[config.mk]
export PLATFORM = sky130hd
export DESIGN_NAME = fifo_write_arbiter
export DESIGN_NICKNAME = d
export VERILOG_FILES = /design/src/rtl/fifo_write_arbiter.sv
export SDC_FILE = /design/constraint.sdc
export NUM_CORES = 1
export LEC_CHECK = 0
export CORE_ASPECT_RATIO = 2
export CORE_MARGIN = 3
export CORE_UTILIZATION = 23
export DETAILED_ROUTE_END_ITERATION = 16
export HOLD_SLACK_MARGIN = 0.06
export PLACE_DENSITY = 0.81
export REMOVE_ABC_BUFFERS = 1
export SYNTH_ARGS = -nofsm -noshare
export SYNTH_HDL_FRONTEND = slang
export SYNTH_SLANG_ARGS = --single-unit
export TNS_END_PERCENT = 100
[constraint.sdc]
create_clock -name clk_i -period 1.6 [get_ports clk_i]
set_input_delay 0.24 -clock clk_i [delete_from_list [all_inputs] [get_ports clk_i]]
set_output_delay 0.24 -clock clk_i [all_outputs]
set_load 0.03 [all_outputs]
[src/rtl/fifo_write_arbiter.sv]
// Round-robin, packet-locking arbiter sharing one async-FIFO write port among NREQ
// valid/ready requesters; every output word is tagged with its source index.
module fifo_write_arbiter #(
    parameter int NREQ      = 4,
    parameter int NDATABITS = 32,
    parameter int NIDBITS   = 2
) (
    input  logic                         clk_i,
    input  logic                         rst_i,
    input  logic [NREQ*NDATABITS-1:0]    inData_i,
    input  logic [NREQ-1:0]              inValid_i,
    input  logic [NREQ-1:0]              inLast_i,
    output logic [NREQ-1:0]              inReady_o,
    input  logic [NREQ-1:0]              reqMask_i,
    output logic [NIDBITS+NDATABITS-1:0] outData_o,
    output logic                         outValid_o,
    input  logic                         outReady_i,
    output logic                         outLast_o,
    output logic [NREQ-1:0]              grant_o,
    output logic                         busy_o
);
    localparam int PW = (NREQ > 1) ? $clog2(NREQ) : 1;

    typedef enum logic {IDLE, LOCKED} state_t;

    state_t          state, state_next;
    logic [PW-1:0]   g, g_next;
    logic [PW-1:0]   rr_ptr, rr_ptr_next;
    logic [NREQ-1:0] grant, grant_next;
    logic [NREQ-1:0] cand;
    logic            found;
    logic [PW-1:0]   pick;
    logic [PW:0]     sum;
    logic            end_of_packet;

    always_ff @(posedge clk_i) begin
        if (rst_i) begin
            state  <= IDLE;
            g      <= '0;
            rr_ptr <= '0;
            grant  <= '0;
        end else begin
            state  <= state_next;
            g      <= g_next;
            rr_ptr <= rr_ptr_next;
            grant  <= grant_next;
        end
    end

    // Rotating search from rr_ptr; the one-bit-wider sum keeps the wrap modulo NREQ.
    always_comb begin
        cand  = inValid_i & reqMask_i;
        found = 1'b0;
        pick  = '0;
        sum   = '0;
        for (int unsigned i = 0; i < NREQ; i++) begin
            sum = {1'b0, rr_ptr} + (PW+1)'(i);
            if (sum >= (PW+1)'(NREQ)) begin
                sum = sum - (PW+1)'(NREQ);
            end
            if (!found && cand[sum[PW-1:0]]) begin
                found = 1'b1;
                pick  = sum[PW-1:0];
            end
        end
    end

    assign end_of_packet = (state == LOCKED) && inValid_i[g] && outReady_i && inLast_i[g];

    always_comb begin
        state_next  = state;
        g_next      = g;
        rr_ptr_next = rr_ptr;
        grant_next  = grant;
        case (state)
            IDLE: begin
                if (found) begin
                    state_next = LOCKED;
                    g_next     = pick;
                    grant_next = NREQ'(1) << pick;
                end
            end
            LOCKED: begin
                if (end_of_packet) begin
                    state_next  = IDLE;
                    grant_next  = '0;
                    rr_ptr_next = (g == PW'(NREQ-1)) ? '0 : g + 1'b1;
                end
            end
            default: state_next = IDLE;
        endcase
    end

    // Outputs depend only on the registered grant plus the granted requester's inputs.
    always_comb begin
        outValid_o = 1'b0;
        outLast_o  = 1'b0;
        inReady_o  = '0;
        outData_o  = {NIDBITS'(g), inData_i[int'(g)*NDATABITS +: NDATABITS]};
        if (state == LOCKED) begin
            outValid_o   = inValid_i[g];
            outLast_o    = inLast_i[g];
            inReady_o[g] = outReady_i;
        end
    end

    assign grant_o = grant;
    assign busy_o  = (state == LOCKED);

endmodule

Yosys cells after proc, flatten, opt, wreduce, memory -nomap -nowiden
Cells that the tools add are included.
{ "word_totals": {"regBits": 9, "input_bits": 143, "out_inout_bits": 45} }
{ "classes": {"n_addsub": 8, "order_cmp": 10, "n_eq_ne": 3, "n_shift": 2, "n_mux": 36, "bitwise_logic": 3, "reduce_logical": 13} }
{ "ops": {"columns": ["operator", "count"], "rows": [
  ["128-bit by 8-bit variable part select with 32-bit output", 1],
  ["2-bit two-way mux", 9],
  ["2-bit by 3-bit less-than comparator with 1-bit output (second input constant)", 5],
  ["1-bit two-way mux", 15],
  ["1-bit binary-select mux with 2-bit select", 6],
  ["4-bit two-way mux", 3],
  ["3-bit greater-or-equal comparator (second input constant)", 3],
  ["4-bit AND", 2],
  ["4-bit case mux with 2 select lines", 1],
  ["2-bit by 1-bit subtractor with 2-bit output (second input constant)", 4],
  ["1-bit logical AND", 7],
  ["2-bit by 2-bit adder with 3-bit output (second input constant)", 2],
  ["2-bit AND reduction", 3],
  ["1-bit by 2-bit << shifter with 4-bit output (first input constant)", 1],
  ["2-bit by 1-bit adder with 3-bit output (second input constant)", 1],
  ["2-bit by 3-bit greater-or-equal comparator with 1-bit output (second input constant)", 1],
  ["1-bit logical NOT", 3],
  ["2-bit by 1-bit adder with 2-bit output (second input constant)", 1],
  ["1-bit demux with 2-bit select", 1],
  ["2-bit == test (second input constant)", 1],
  ["2-bit by 1-bit greater-or-equal comparator with 1-bit output (second input constant)", 1],
  ["2-bit by 1-bit != test with 1-bit output (second input constant)", 1],
  ["2-bit != test (second input constant)", 1],
  ["1-bit case mux with 2 select lines", 1],
  ["1-bit inverter", 1]
]} }

Longest topological paths before layout
{ "logic_depth": {"depth_word": 17, "mapped_depth": 6} }

Least setup slack after synthesis
OpenSTA, ideal clock, no wires.
{ "synth_path": {"path_type": "flip-flop to output port", "start": "register g[0]", "end": "output outData_o[10]", "arrival_ns": 1.692, "t_required_ns": 1.360, "path_slack_ns": -0.332, "stages_incl_launch_ff": 4, "path_buffers": 2, "path_cell_list": "dfxtp_1 > buf_6 > buf_2 > mux4_2"} }
{ "synth_via": {"elab_chain_cells": 1} }
{ "synth_lines": {"columns": ["element", "line_no", "source"], "rows": [
  ["start: declaration", "27", "logic [PW-1:0] g, g_next;"],
  ["start signal: assignment", "44", "g <= g_next;"],
  ["128-bit by 8-bit variable part select with 32-bit output", "99", "outData_o = {NIDBITS'(g), inData_i[int'(g)*NDATABITS +: NDATABITS]};"],
  ["end: declaration", "15", "output logic [NIDBITS+NDATABITS-1:0] outData_o,"]
]} }
No other way between the ends.

Worst setup path in the final report
{ "layout_path": {"start": "register g[0]", "end": "output outValid_o"} }
{ "layout_via": {"elab_chain_cells": 3} }
{ "layout_lines": {"columns": ["element", "line_no", "source"], "rows": [
  ["1-bit binary-select mux with 2-bit select", "101", "outValid_o = inValid_i[g];"],
  ["1-bit two-way mux (implied by the code)", "101", null],
  ["1-bit two-way mux", "100", "if (state == LOCKED) begin"],
  ["end: declaration", "16", "output logic outValid_o,"]
]} }
No other way between the ends. The select of a mux whose other input is x is not followed.

==> results.txt <==
----------------------------------------------------
[Power and ir drop]
  Leakage Power ... 1.55 nW
  Worst vdd rail ir drop ... approximately 360 uV
  Pwr dens ... 591 nW/um^2

[Worst setup path]
  Max stage delay cell, worst path ... sky130_fd_sc_hd__mux4_2
  Critical Path AT ... 1640 ps
  Critical Path RT ... 1360 ps
  Type of element capturing the critical path ... output port
  Crit path top cell by count ... sky130_fd_sc_hd__buf_6
  Crit-path max cell delay ... 530 ps
  Category of the most critical setup path ... reg -> out
  Crit path cell chain ... buf_6 > buf_6 > mux4_2 > and2_4 > buf_6
  Startpoint class of the critical path ... register
  Crit path max fanout ... 4

[CTS]
  Maximum level of the CTS H-tree ... 1
  Clock Sink Count ... 9
  Longest Clk Path Bufs ... 2
  Root buffer cell ... sky130_fd_sc_hd__clkbuf_16
  Clock-pin transition on the worst setup and hold timing paths ... 40 ps
  CTS tree ... built
  CTS Buf Count ... 3
  Clock insertion delay at the later pin of the skew report ... 230 ps

[Cells and area]
  Post-synthesis to final-layout area growth ... 187%
  Final nets ... about 480
  Area used by multi-input combinational logic ... 1240 sq um
  Number of diodes added for antenna fixing ... 0
  Share of post-route cells with drive strength above 1 ... between 40% and 50%
  Sequential cell area ... 188 sq um
  Filler cells ... roughly 420
  Final Core Density ... 68.8%

[Outcome]
  Result of the run ... complete, but fails checks
  Violations in the final reports ... setup timing

[Floorplan]
  Initial core utilization ... a little under a quarter
  Chip Height ... 116 um
  Area of the placeable core ... between 5000 and 6000 sq um
  Count of standard-cell rows ... 39
  Number of ports placed on the die boundary ... 188
  Die outline width ... 61.0 um
  Die area ... 7080 sq um

[Logic synthesis]
  Synth Instances ... about 110
  Post-synthesis instance area ... 1390 sq um
  Number of synthesized flops with an enable pin ... 0
  Top cell type by total area after synthesis ... sky130_fd_sc_hd__mux4_2
  Most common cell in the synthesized netlist ... sky130_fd_sc_hd__mux4_2
  Dominant combinational cell family by area after synthesis ... multiplexers
  Most frequent cells after synthesis ... sky130_fd_sc_hd__mux4_2, sky130_fd_sc_hd__dfxtp_1, sky130_fd_sc_hd__nand2_1
  Post-synth top area share ... 53.4%
  Largest cells by area after synthesis ... sky130_fd_sc_hd__mux4_2, sky130_fd_sc_hd__dfxtp_1, sky130_fd_sc_hd__ha_1
  Yosys synthesis warning count ... 0
  Most instantiated flip-flop cell in the synthesis netlist ... sky130_fd_sc_hd__dfxtp_1
  Adder-cell share of the synthesized area ... 3.59%
  Fraction of synthesized area in multiplexers ... 56.0%
  Cell variety after synth ... 35
  Synth Area in Simple Gates ... approximately 11%
  Post-synthesis average cell area ... 12.8 sq um
  Share of the synthesized area in compound gates (AO/OA/AOI/OAI) ... between 10% and 20%
  Synthesized-area fraction occupied by xor and xnor cells ... 0%
  Fraction of registers with async set/reset ... 0%
  Sequential cell area fraction in the yosys report ... ~13%
  Number of flip-flops and latches in the synthesized netlist ... 9

[GRT]
  Wire length of the first global-routing pass ... 11.5 mm
  Vias in the first global route ... 2243
  Pin count of the biggest net entering global routing ... 20
  Antenna violations before repair ... 0
  GRT Resource Usage Total ... 22.2%
  Remaining global-route overflow ... 0

[STA]
  Slew @ Worst Pin ... 414 ps
  Final period util ... 118%
  Tightest slew margin relative to the limit ... 72.3%
  Minimum setup slack in the final design ... -283 ps
  Final critical-path required period ... ~1900 ps
  Setup-failing EPs final ... 45
  Pins over their slew limit ... 0
  RSZ-0062 raised after global routing ... true
  Final number of hold-violating endpoints ... 0
  Post-Route Setup TNS ... -7870 ps
  Clock skew ... 0.852 ps
  Highest clock rate ... 0.531 GHz

[Flow run]
  Max-capacitance violation count ... 0

[Placed design]
  Dpl hpwl ... 7.06 mm
  Worst slack, placed ... -507 ps
  Quantity of I/O buffers inserted on ports ... 187
  Final weighted congestion of routability-driven global placement ... between 0.9 and 1

[Route]
  DRT iter0 DRCs ... 74
  Total wire length after detailed routing ... 8.70 mm
  Avg Vias per Cell ... 5.21
  Post-detailed-route DRC marker count ... 0
  Via count ... 2056
  Routed length per instance ... 22.0 um
  Residual antenna-violating net count after detailed routing ... 0
  DRT Pass-1 Iters ... 4

[Min path]
  Hold WC Path Type ... reg -> reg

----------------------------------------------------
[cells by family (layout without fill, tap and decap cells)]
family	Yosys count	in the layout
muxes	35	35
and+or+nand+nor	25	25
DFF	9	9
adders and majority gates	4	4
AOI/OAI and AO/OA	20	20
buffers and inverters	16	241
[power breakdown]
part / internal [mW] / switching (mW)
logic: 0.980 / 0.687
registers: 0.242 / 0.0181
clock network: 0.332 / 0.101
[flip-flops by register name, indices dropped and copies added (netlist names)]
name and flops:
g 2, busy_o 1, rr_ptr 2, grant_o 4
[per-stage QoR]
stage | hold WS, ps | cells | total power [mW] | instance area [sq um]
CTS | 493 | 391 | 2.31 | 3900
global route | 506 | 395 | 2.47 | 3990
finish | 494 | 395 | 2.36 | 3990
detailed placement | 472 | 375 | 1.68 | 3500
global placement | 470 | 375 | 1.67 | 3500
floorplan | 309 | 98 | 0.908 | 1340
[repair_timing]
action,in CTS,in global routing
endpoints found under the hold margin,0,0
cloned,1,0
hold buffers,0,0
pin swaps,4,0
setup buffers,11,5
resized for setup,168,21
endpoints found under the setup margin,46,45
[worst paths after layout]
path,start,to,cells past startpoint,slack [ps]
worst max-delay path,g[0]$_SDFFE_PP0P_,outValid_o,5,-280
worst max register to register,g[0]$_SDFFE_PP0P_,rr_ptr[1]$_SDFFE_PP0P_,7,-200
worst min-delay path,grant_o[2]$_SDFFE_PP0P_,grant_o[2]$_SDFFE_PP0P_,2,490
worst min register to register,grant_o[2]$_SDFFE_PP0P_,grant_o[2]$_SDFFE_PP0P_,2,490
[area by class of cell]
class                   instances  share of cell area (%)
repair buffers                232                    59.7
multi-input cells              84                    31.0
flip-flops and latches          9                    4.70
clock buffers                   4                    1.97
well taps                      61                    1.91
inverters                       5                   0.658
[layout by cell type, fill, tap and decap left out, drive strengths merged]
master,count
a32o,1
o211a,1
or3,1
inv,5
nand2b,2
clkbuf,4
a41oi,1
clkdlybuf4s50,146
nand2,7
o31a,1
nor2,3
ha,4
and3b,1
o2111ai,1
mux4,34
dfxtp,9
a221o,1
buf,85
a21oi,4
and3,4
a31o,1
o21a,1
o21ai,1
o221ai,1
and2,3
dlygate4sd2,1
o32ai,4
nand4,3
o22a,1
mux2i,1
nand4b,1
o22ai,1
[layer usage]
metal | wire [um] | up-vias | share of wire (%) | track usage [%]
met5 | 0 | - | 0 | 0
met2 | 4690 | 150 | 54 | 40.1
li1 | - | 922 | - | -
met4 | 320 | 0 | 3.7 | 8.25
met3 | 1010 | 24 | 12 | 7.80
met1 | 2680 | 960 | 31 | 22.1
[worst max-delay path: cells and delay by family (launching register included)]
| kind | cells | cell delay (ps) |
|---|---|---|
| multiplexers | 1 | 530 |
| buffers and inverters | 3 | 350 |
| AND/OR/NAND/NOR | 1 | 160 |
| flip-flops | 1 | 370 |
(Power assumes the default switching activity.)
